`src/rtl/uart_pkg.sv`:
```
// Shared UART definitions: transmitter state encoding and default widths.
// Kept separate so the receiver can reuse the same types and constants.
package uart_pkg;

    localparam int UART_DATA_WIDTH = 8;
    localparam int UART_DIV_WIDTH  = 16;

    typedef enum logic [2:0] {
        IDLE,
        START,
        DATA,
        PARITY,
        STOP
    } tx_state_e;

endpackage

```
`src/rtl/uart_tx_if.sv`:
```
// FIFO read port between the TX syn_fifo and the transmitter.
// master = the consumer that issues pops, slave = the FIFO providing data.
interface uart_tx_if
    import uart_pkg::*;
#(
    parameter int DATA_WIDTH = UART_DATA_WIDTH
);

    logic [DATA_WIDTH-1:0] fifo_data;
    logic                  fifo_empty;
    logic                  fifo_rd_en;

    modport master (
        input  fifo_data,
        input  fifo_empty,
        output fifo_rd_en
    );

    modport slave (
        output fifo_data,
        output fifo_empty,
        input  fifo_rd_en
    );

endinterface

```
`src/rtl/uart_baud_cnt.sv`:
```
// Bit-cycle counter: flags the last cycle of each bit period of i_div cycles.
// Held at zero while i_clr is high so every frame starts on a fresh bit.
module uart_baud_cnt
    import uart_pkg::*;
#(
    parameter int DIV_WIDTH = UART_DIV_WIDTH
) (
    input  logic                 i_clk,
    input  logic                 i_rst_n,
    input  logic                 i_clr,
    input  logic [DIV_WIDTH-1:0] i_div,
    output logic                 o_bit_end
);

    logic [DIV_WIDTH-1:0] cnt;

    // i_div is expected to be at least 1; the caller clamps a zero divisor.
    assign o_bit_end = !i_clr && (cnt == (i_div - DIV_WIDTH'(1)));

    always_ff @(posedge i_clk or negedge i_rst_n) begin
        if (!i_rst_n) begin
            cnt <= '0;
        end else if (i_clr || o_bit_end) begin
            cnt <= '0;
        end else begin
            cnt <= cnt + DIV_WIDTH'(1);
        end
    end

endmodule

```
`src/rtl/uart_tx.sv`:
```
// UART transmitter: pops bytes from the TX FIFO and serialises them LSB-first
// as start + data + optional parity + 1/2 stop bits at a programmable baud.
module uart_tx
    import uart_pkg::*;
#(
    parameter int DATA_WIDTH = UART_DATA_WIDTH,
    parameter int DIV_WIDTH  = UART_DIV_WIDTH
) (
    input  logic                 i_clk,
    input  logic                 i_rst_n,
    input  logic                 i_tx_en,
    input  logic [DIV_WIDTH-1:0] i_baud_div,
    input  logic                 i_parity_en,
    input  logic                 i_parity_odd,
    input  logic                 i_stop2,
    uart_tx_if.master            fifo,
    output logic                 o_tx,
    output logic                 o_busy,
    output logic                 o_tx_done
);

    localparam int IDX_W = (DATA_WIDTH > 1) ? $clog2(DATA_WIDTH) : 1;
    localparam logic [IDX_W-1:0] LAST_IDX = IDX_W'(DATA_WIDTH - 1);

    function automatic logic [DIV_WIDTH-1:0] eff_div(input logic [DIV_WIDTH-1:0] d);
        return (d == '0) ? DIV_WIDTH'(1) : d;
    endfunction

    tx_state_e             state;
    tx_state_e             state_nxt;
    logic [DATA_WIDTH-1:0] shift_reg;
    logic [IDX_W-1:0]      bit_idx;
    logic                  stop_idx;
    logic [DIV_WIDTH-1:0]  div_q;
    logic                  par_en_q;
    logic                  stop2_q;
    logic                  parity_q;
    logic                  bit_end;
    logic                  last_stop;
    logic                  frame_end;
    logic                  launch;

    uart_baud_cnt #(
        .DIV_WIDTH (DIV_WIDTH)
    ) u_baud_cnt (
        .i_clk     (i_clk),
        .i_rst_n   (i_rst_n),
        .i_clr     (state == IDLE),
        .i_div     (div_q),
        .o_bit_end (bit_end)
    );

    assign last_stop = !stop2_q || stop_idx;
    assign frame_end = (state == STOP) && bit_end && last_stop;
    // Gating with i_rst_n keeps the pop strobe quiet while reset is held.
    assign launch    = i_rst_n && i_tx_en && !fifo.fifo_empty &&
                       ((state == IDLE) || frame_end);

    always_ff @(posedge i_clk or negedge i_rst_n) begin
        if (!i_rst_n) begin
            state <= IDLE;
        end else begin
            state <= state_nxt;
        end
    end

    always_comb begin
        state_nxt = state;
        case (state)
            IDLE:    if (launch) state_nxt = START;
            START:   if (bit_end) state_nxt = DATA;
            DATA:    if (bit_end && (bit_idx == LAST_IDX))
                         state_nxt = par_en_q ? PARITY : STOP;
            PARITY:  if (bit_end) state_nxt = STOP;
            STOP:    if (frame_end) state_nxt = launch ? START : IDLE;
            default: state_nxt = IDLE;
        endcase
    end

    always_comb begin
        o_tx = 1'b1;
        case (state)
            START:   o_tx = 1'b0;
            DATA:    o_tx = shift_reg[0];
            PARITY:  o_tx = parity_q;
            default: o_tx = 1'b1;
        endcase
        o_busy          = (state != IDLE);
        o_tx_done       = frame_end;
        fifo.fifo_rd_en = launch;
    end

    // Frame configuration is captured at the pop so mid-frame changes only
    // take effect on the next character.
    always_ff @(posedge i_clk or negedge i_rst_n) begin
        if (!i_rst_n) begin
            shift_reg <= '0;
            bit_idx   <= '0;
            stop_idx  <= 1'b0;
            div_q     <= '0;
            par_en_q  <= 1'b0;
            stop2_q   <= 1'b0;
            parity_q  <= 1'b0;
        end else if (launch) begin
            shift_reg <= fifo.fifo_data;
            bit_idx   <= '0;
            stop_idx  <= 1'b0;
            div_q     <= eff_div(i_baud_div);
            par_en_q  <= i_parity_en;
            stop2_q   <= i_stop2;
            parity_q  <= (^fifo.fifo_data) ^ i_parity_odd;
        end else if (bit_end) begin
            if (state == DATA) begin
                shift_reg <= shift_reg >> 1;
                bit_idx   <= bit_idx + IDX_W'(1);
            end
            if (state == STOP) begin
                stop_idx <= 1'b1;
            end
        end
    end

endmodule

```
`src/flat_wrapper.sv`:
```
// flat-port wrapper written by rule: the top's interface ports become plain ports
module uart_tx_flat import uart_pkg::*;
#(
    parameter int DATA_WIDTH = UART_DATA_WIDTH,
    parameter int DIV_WIDTH  = UART_DIV_WIDTH
)
  (i_clk, i_rst_n, i_tx_en, i_baud_div, i_parity_en, i_parity_odd, i_stop2, o_tx, o_busy, o_tx_done, fifo_fifo_data, fifo_fifo_empty, fifo_fifo_rd_en);
  uart_tx_if #(.DATA_WIDTH(DATA_WIDTH)) fifo_i ();
  input  logic i_clk;
  input  logic i_rst_n;
  input  logic i_tx_en;
  input  logic [DIV_WIDTH-1:0] i_baud_div;
  input  logic i_parity_en;
  input  logic i_parity_odd;
  input  logic i_stop2;
  output logic o_tx;
  output logic o_busy;
  output logic o_tx_done;
  input wire logic [$bits(fifo_i.fifo_data)-1:0] fifo_fifo_data;
  input wire logic [$bits(fifo_i.fifo_empty)-1:0] fifo_fifo_empty;
  output wire logic [$bits(fifo_i.fifo_rd_en)-1:0] fifo_fifo_rd_en;
  assign fifo_i.fifo_data = fifo_fifo_data;
  assign fifo_i.fifo_empty = fifo_fifo_empty;
  assign fifo_fifo_rd_en = fifo_i.fifo_rd_en;
  uart_tx #(.DATA_WIDTH(DATA_WIDTH), .DIV_WIDTH(DIV_WIDTH)) u_core (.i_clk(i_clk), .i_rst_n(i_rst_n), .i_tx_en(i_tx_en), .i_baud_div(i_baud_div), .i_parity_en(i_parity_en), .i_parity_odd(i_parity_odd), .i_stop2(i_stop2), .fifo(fifo_i), .o_tx(o_tx), .o_busy(o_busy), .o_tx_done(o_tx_done));
endmodule
```
`config.mk`:
```
export PLATFORM = sky130hd
export DESIGN_NAME = uart_tx_flat
export DESIGN_NICKNAME = d
export VERILOG_FILES = /design/src/rtl/uart_pkg.sv /design/src/rtl/uart_tx_if.sv /design/src/rtl/uart_baud_cnt.sv /design/src/rtl/uart_tx.sv /design/src/flat_wrapper.sv
export SDC_FILE = /design/constraint.sdc
export NUM_CORES = 1
export LEC_CHECK = 0
export ABC_AREA = 1
export BUFFER_PORTS_ARGS = -buffer_cell sky130_fd_sc_hd__buf_4
export CORE_ASPECT_RATIO = 1.2
export CORE_MARGIN = 2
export CORE_UTILIZATION = 50
export CTS_CLUSTER_SIZE = 16
export DETAILED_ROUTE_END_ITERATION = 12
export PLACE_DENSITY = 0.7
export RECOVER_POWER = 100
export SLEW_MARGIN = 10
export SYNTH_ARGS = -nofsm -noshare
export SYNTH_HDL_FRONTEND = slang
export SYNTH_SLANG_ARGS = --single-unit
```
`constraint.sdc`:
```
create_clock -name i_clk -period 6.25 [get_ports i_clk]
set_input_delay 0.625 -clock i_clk [delete_from_list [all_inputs] [get_ports i_clk]]
set_output_delay 0.625 -clock i_clk [all_outputs]
set_load 0.05 [all_outputs]
```
==> results.json, run 1 <==
{
  "status": "finished, final reports clean",
  "final_cell_count_no_fill": 593,
  "clk_latency_ns": 0.32,
  "drtIter0Drc": 145,
  "cts_buffers": 5,
  "routed_wl_mm": 7.56,
  "drive_gt1_share_pct": 10.6,
  "synth_top_family_by_area": "simple AND/OR/NAND/NOR gates",
  "via_per_inst": 5.03,
  "start_util_pct": 51.2,
  "r2r_end": "u_core.shift_reg[1]",
  "root_buffer": "clkbuf_8",
  "fp-row-count": 32,
  "die_area_um2": 7230,
  "cts_tree": "done",
  "r2r_start": "u_core.div_q[0]",
  "grt_overflow_total": 0,
  "synth_top_area_cell": "dfrtp_1",
  "syn_area_per_cell_um2": 6.94,
  "route.vias.total": 2982,
  "fmax_mhz": 230,
  "fin_tns_setup_ns": 0,
  "final_util_pct": 57.5,
  "antenna_left": 0,
  "synth_xor_xnor_area_share_pct": 6.94,
  "rsz0062_at_grt": "false",
  "syn2layout_area_growth_pct": 12.4,
  "synth_compound_area_share_pct": 5.26,
  "synth_top_area_share_pct": 38.1,
  "cts_resized": 0,
  "drv_cap": 0,
  "synth_mux_area_share_pct": 0,
  "fillCellCount": 649,
  "drt_drc_violations_left": 0,
  "grt_pass1_vias": 2814,
  "setup_viol": 0,
  "yosys-top-cells-area": "dfrtp_1 38%, nand2_1 20%, inv_1 6.3%",
  "nets": 542,
  "hpwl_mm": 5.74,
  "path_clk_slew_ns": 0.11,
  "rrSetupSlack_ns": 2.64,
  "syn-num-nets": 508,
  "htree_levels": 2,
  "timing_worst_setup_path_type": "reg2out",
  "rr_worst_depth": 17,
  "yosysSeqAreaShare_pct": 38.1,
  "grt_usage_pct": 22.3,
  "cp.arrival_ns": 3.73,
  "fin_area_um2": 3690,
  "gp_congestion": 0.899,
  "wire_per_inst_um": 12.7,
  "synth.ff_latch_count": 50,
  "io_buffers": 34,
  "clock_path_buffers": 2,
  "worst_slew_pin_slew_ns": 0.859,
  "ir_worst_vdd_mv": 0.303,
  "crit_path_end_kind": "primary output",
  "cp_max_fo": 33,
  "hp-class": "in2async",
  "finClkSkew_ns": 0.0148,
  "diodes": 0,
  "num_io_pins": 35,
  "synth_warnings": 0,
  "yosys.area_share.simple_pct": 39.8,
  "core_area_um2": 6410,
  "powerDensity_nw_per_um2": 424,
  "cts.hold.buffers_added": 0,
  "start_kind": "register",
  "grt_max_degree": 52,
  "drtPass1Iterations": 4,
  "fin_crit_ns": 4.35,
  "slew_viol_final": 0,
  "syn_area_um2": 3280,
  "die_height_um": 92.7,
  "grt_first_pass_wirelength_mm": 12.8,
  "die_x_um": 77.9,
  "synthCells": 473,
  "required_ns": 5.62,
  "antenna_found_initial": 0,
  "cts.sinks": 50,
  "hold_viol_final": 0,
  "postCtsSetupRepairBufs": 0,
  "dp.cells": 585,
  "timing.hold.ws_ns": 0.312,
  "place_area_um2": 3590,
  "p_leak_uw": 0.00191,
  "relSlewSlack_pct": 42.6,
  "netlist-cell-type-count": 30,
  "min_period_over_period_pct": 69.6,
  "synthAdderAreaFrac_pct": 1.53
}
==> area by class of cell <==
class	instances	area [µm²]	share of cell area, %
inverter	59	221	6.01
sequential	50	1250	33.9
tap	85	106	2.89
multi-input combinational	357	1720	46.8
clock buffer	6	82.6	2.24
clock inverter	2	60.1	1.63
timing repair buffer	34	240	6.52
==> critical path: stages, from the launching register on <==
cell	delay, ns
dfrtp_1	0.42
inv_1	0.12
ha_1	0.20
nand3_1	0.19
nor2_1	0.42
nand2_2	0.10
nand2_1	0.08
nand2_1	0.05
nor2_1	0.08
nand2_1	0.06
nor2_1	0.30
nand4_4	0.17
a21boi_4	0.68
clkbuf_1	0.53
==> synth_stat cells <==
master,count
nor3b_1,4
o21ai_0,12
dfrtp_1,50
xnor2_1,12
buf_4,4
nand2_1,176
a41oi_1,1
buf_2,2
nor2_1,46
nand3b_1,4
nand3_1,30
nor2_2,6
nor3_1,8
buf_6,1
inv_2,4
inv_1,55
nand2_2,4
or2_2,2
nand4_4,1
and2_1,2
nor2_4,3
o21ba_2,1
nor4_1,7
nand3_4,1
a21boi_4,1
a21oi_1,9
nand4_1,3
o21ai_1,6
ha_1,4
xor2_1,14
==> routing by layer <==
metal	global-route usage, %	share of wire (%)	up-vias
met2	39.8	51	64
met5	0	0	-
met1	27.7	45	1368
met4	7.02	2.0	0
met3	2.92	2.5	14
li1	-	-	1536
==> report_power, final <==
group / leakage (µW) / total, µW / switching, µW / internal (µW)
registers: 0.000634 / 547 / 112 / 435
clock network: 0.0000714 / 288 / 117 / 171
logic: 0.00121 / 730 / 472 / 258
==> per-stage QoR <==
step	setup slack [ns]	power, µW
after global routing	1.55	1710
after detailed placement	2.88	1310
after CTS	2.52	1600
after floorplan	3.62	1130
after global placement	2.96	1290
final	1.90	1560
==> kinds of logic after synthesis <==
| group | Yosys count |
|---|---|
| fa+ha+maj | 4 |
| compound gates | 30 |
| xor+xnor | 26 |
| buf+inv | 66 |
| flops | 50 |
| simple gates | 297 |
==> layout by cell type (no fill, tap or decap), types with 8 or more instances in the layout <==
cell,n
inv_1,57
xnor2_1,12
buf_4,30
nor2_1,49
dfrtp_1,50
xor2_1,14
o21ai_0,17
nor3_1,8
nand2_1,177
a21oi_1,9
nand3_1,31
==> worst max-delay path by stage <==
stage | start | to | slack, ns | cells after the start
4_1_cts | u_core.div_q[0] | fifo_fifo_rd_en | 2.52 | 11
3_5_place_dp | u_core.div_q[0] | fifo_fifo_rd_en | 2.88 | 11
2_1_floorplan | u_core.div_q[0] | fifo_fifo_rd_en | 3.62 | 11
3_3_place_gp | u_core.div_q[0] | fifo_fifo_rd_en | 2.96 | 11
5_1_grt | u_core.div_q[0] | fifo_fifo_rd_en | 1.55 | 13
6_report | u_core.div_q[0] | fifo_fifo_rd_en | 1.90 | 13
(Power assumes the default switching activity.)
==> run 2: changes to the inputs <==
--- a/config.mk
+++ b/config.mk
@@ -5,7 +5,7 @@
 export SDC_FILE = /design/constraint.sdc
 export NUM_CORES = 1
 export LEC_CHECK = 0
-export ABC_AREA = 1
+export ABC_AREA = 0
 export BUFFER_PORTS_ARGS = -buffer_cell sky130_fd_sc_hd__buf_4
 export CORE_ASPECT_RATIO = 1.2
 export CORE_MARGIN = 2
==> constraint.sdc (replaced) <==
create_clock -name i_clk -period 4.4 [get_ports i_clk]
set_input_delay 0.44 -clock i_clk [delete_from_list [all_inputs] [get_ports i_clk]]
set_output_delay 0.44 -clock i_clk [all_outputs]
set_load 0.05 [all_outputs]
==> run 2 against run 1 <==
Net effect: clock power grew 13%; synthesized cell count decreased by 36%; the flow now finishes with violations (max-capacitance violations, max-slew violations); clock skew decreased by 0.0043 ns; critical endpoint unchanged; synthesized area shrank 7.0%; first-iteration DRC count is 28% lower; routed wire length decreased by 18%.
==> results.json, run 2 <==
{
  "hold_depth": 2,
  "slew_viol_final": 51,
  "synth_top_area_share_pct": 41.0,
  "relSlewSlack_pct": -72.6,
  "htree_levels": 2,
  "max_stage_delay_ns": 0.54,
  "dp.cells": 407,
  "diodes": 0,
  "async_flop_share_pct": 100,
  "synth_top_area_cell": "dfrtp_1",
  "route.vias.total": 2294,
  "postCtsSetupRepairBufs": 0,
  "synth_top_flop_cell": "dfrtp_1",
  "required_ns": 3.96,
  "ir_worst_vdd_mv": 0.181,
  "grt_max_degree": 51,
  "yosysSeqAreaShare_pct": 41.0,
  "start_kind": "register",
  "use_met3_pct": 3.24,
  "clock_path_buffers": 2,
  "grt_first_pass_wirelength_mm": 10.5,
  "start_util_pct": 51.1,
  "power_switching_uw": 179,
  "cp_max_fo": 16,
  "cp_cell_sequence": "inv_1, ha_1, or3b_2, mux2i_1, o31ai_1, a2111oi_4, a41oi_4, or2_1, clkinv_2, buf_4",
  "fin_crit_ns": 4.11,
  "syn-num-nets": 336,
  "grt_overflow_total": 0,
  "netlist-cell-type-count": 54,
  "drtPass1Iterations": 4,
  "worst_slack_ns": 0.291,
  "num_io_pins": 35,
  "yosys-top-cells-area": "dfrtp_1 41%, xnor2_1 6.6%, xor2_1 6.0%",
  "hpwl_mm": 4.73,
  "root_buffer": "clkbuf_8",
  "grt_usage_pct": 20.1,
  "synth_edf_count": 0,
  "finClkSkew_ns": 0.0105,
  "gp_congestion": 0.832,
  "die_height_um": 89.6,
  "final_cell_count_no_fill": 415,
  "violations": "max-capacitance violations, max-slew violations",
  "drive_gt1_share_pct": 15.0,
  "wire_per_inst_um": 14.9,
  "synth.ff_latch_count": 50,
  "die_area_um2": 6750,
  "io_buffers": 34,
  "synthCells": 301,
  "core_area_um2": 5970,
  "grt_pass1_vias": 2193,
  "fmax_mhz": 243,
  "hp-class": "in2reg",
  "cts_buffers": 5,
  "fp-row-count": 31,
  "syn_area_per_cell_um2": 10.1,
  "yosysMostFrequentCell": "dfrtp_1",
  "antenna_left": 0,
  "cts_resized": 0,
  "combPwrFrac_pct": 6.1,
  "rrSetupSlack_ns": 0.51,
  "fin_tns_setup_ns": 0,
  "whs_endpoint": "u_core.par_en_q",
  "cp.arrival_ns": 3.67,
  "via_per_inst": 5.53,
  "nets": 367,
  "path_clk_slew_ns": 0.10,
  "worst_slew_pin_slew_ns": 2.59,
  "r2r_start": "u_core.div_q[0]",
  "rsz0062_at_grt": "false",
  "setup_viol": 0,
  "p_leak_uw": 0.00153,
  "use_met1_pct": 28.1,
  "timing_worst_setup_path_type": "reg2out",
  "antenna_found_initial": 0,
  "intPower_uw": 656,
  "powerDensity_nw_per_um2": 246,
  "syn_area_um2": 3050,
  "clk_latency_ns": 0.31,
  "synth_warnings": 0,
  "r2r_end": "u_core.div_q[13]",
  "slowest_stage": "or3b_2",
  "grt_busiest_layer": "met2",
  "rr_worst_depth": 11,
  "cts_tree": "done",
  "drv_cap": 1,
  "min_period_over_period_pct": 93.4,
  "cts.sinks": 50,
  "status": "finished with violations",
  "met2_usage_pct": 32.5,
  "cts.hold.buffers_added": 0,
  "power_frac_seq_pct": 55.0,
  "hold_start": "i_parity_en",
  "synth_common_cells": "50 x dfrtp_1, 29 x nor2_1, 23 x xnor2_1",
  "drt_drc_violations_left": 0,
  "die_x_um": 75.3,
  "timing.hold.ws_ns": 0.352,
  "crit_path_end_kind": "primary output",
  "layout_common_cells": "50 x dfrtp_1, 31 x buf_4, 29 x nor2_1",
  "drtIter0Drc": 105,
  "netSwitchingFraction_pct": 21.4,
  "hold_viol_final": 0,
  "syn2layout_area_growth_pct": 11.4,
  "fillCellCount": 560,
  "final_common_cell": "dfrtp_1",
  "routed_wl_mm": 6.17,
  "clkPwrFrac_pct": 38.9,
  "final_util_pct": 56.9,
  "pre_cts_ws_ns": 0.612
}
[run 2: cell types whose count changed in the layout (fill, tap and decap cells not counted), sizes merged, moves of 11 or more]
cell | previous run | this run
inv | 59 | 9
nand2 | 180 | 16
nor2 | 55 | 29
mux2 | 0 | 18
o21ai | 18 | 7
xnor2 | 12 | 23
nand3 | 31 | 13
[run 2: power groups by stage]
stage               logic (µW)  clock network [µW]  registers, µW
finish                    51.0                 325            459
global route              56.8                 345            459
CTS                       53.5                 335            459
detailed placement        53.4                   0            468
global placement          53.0                   0            468
floorplan                 16.4                   0            468
[run 2: how the worst max path moves through the flow]
stage | start | endpoint | slack, ns
after CTS | u_core.div_q[0] | fifo_fifo_rd_en | 0.25
after global placement | u_core.div_q[0] | fifo_fifo_rd_en | 0.68
after global routing | u_core.div_q[0] | fifo_fifo_rd_en | 0.05
after detailed placement | u_core.div_q[0] | fifo_fifo_rd_en | 0.61
final | u_core.div_q[0] | fifo_fifo_rd_en | 0.29
after floorplan | u_core.div_q[0] | o_tx_done | 0.56
[run 2: metal layers]
metal	share of wire (%)	routed length [µm]
met2	47	2910
met4	2.3	139
met5	0	0
met3	3.3	201
met1	47	2920
[run 2: final cells by class]
type / instances / area, µm² / share of cell area, %
clock buffers: 6 / 72.6 / 2.13
clock inverters: 2 / 37.5 / 1.10
inverters: 10 / 38.8 / 1.14
multi-input cells: 228 / 1640 / 48.3
flip-flops and latches: 50 / 1250 / 36.8
well taps: 82 / 103 / 3.02
repair buffers: 37 / 255 / 7.51
[run 2: through the flow]
step                      instance area [µm²]  total power (µW)
after CTS                                3460               847
after global placement                   3350               521
after global routing                     3400               861
after detailed placement                 3350               522
after floorplan                          3050               485
final                                    3400               835
[run 2: cell families after synthesis]
logic type	Yosys count	synth area share, %
xor gates and xnor gates	44	12.6
muxes	27	10.8
adders and majority gates	4	1.64
AOI/OAI and AO/OA	43	11.1
DFF	50	41.0
buffers and inverters	23	4.10
and+or+nand+nor	110	18.7
[run 2: critical path, delay by kind of cell, from the launching register on]
kind	cells	cell delay [ns]
AND/OR/NAND/NOR	2	0.93
AO/OA/AOI/OAI	3	0.93
buffers and inverters	3	0.73
flip-flops	1	0.45
adder cells (fa/ha/maj)	1	0.19
multiplexers	1	0.15
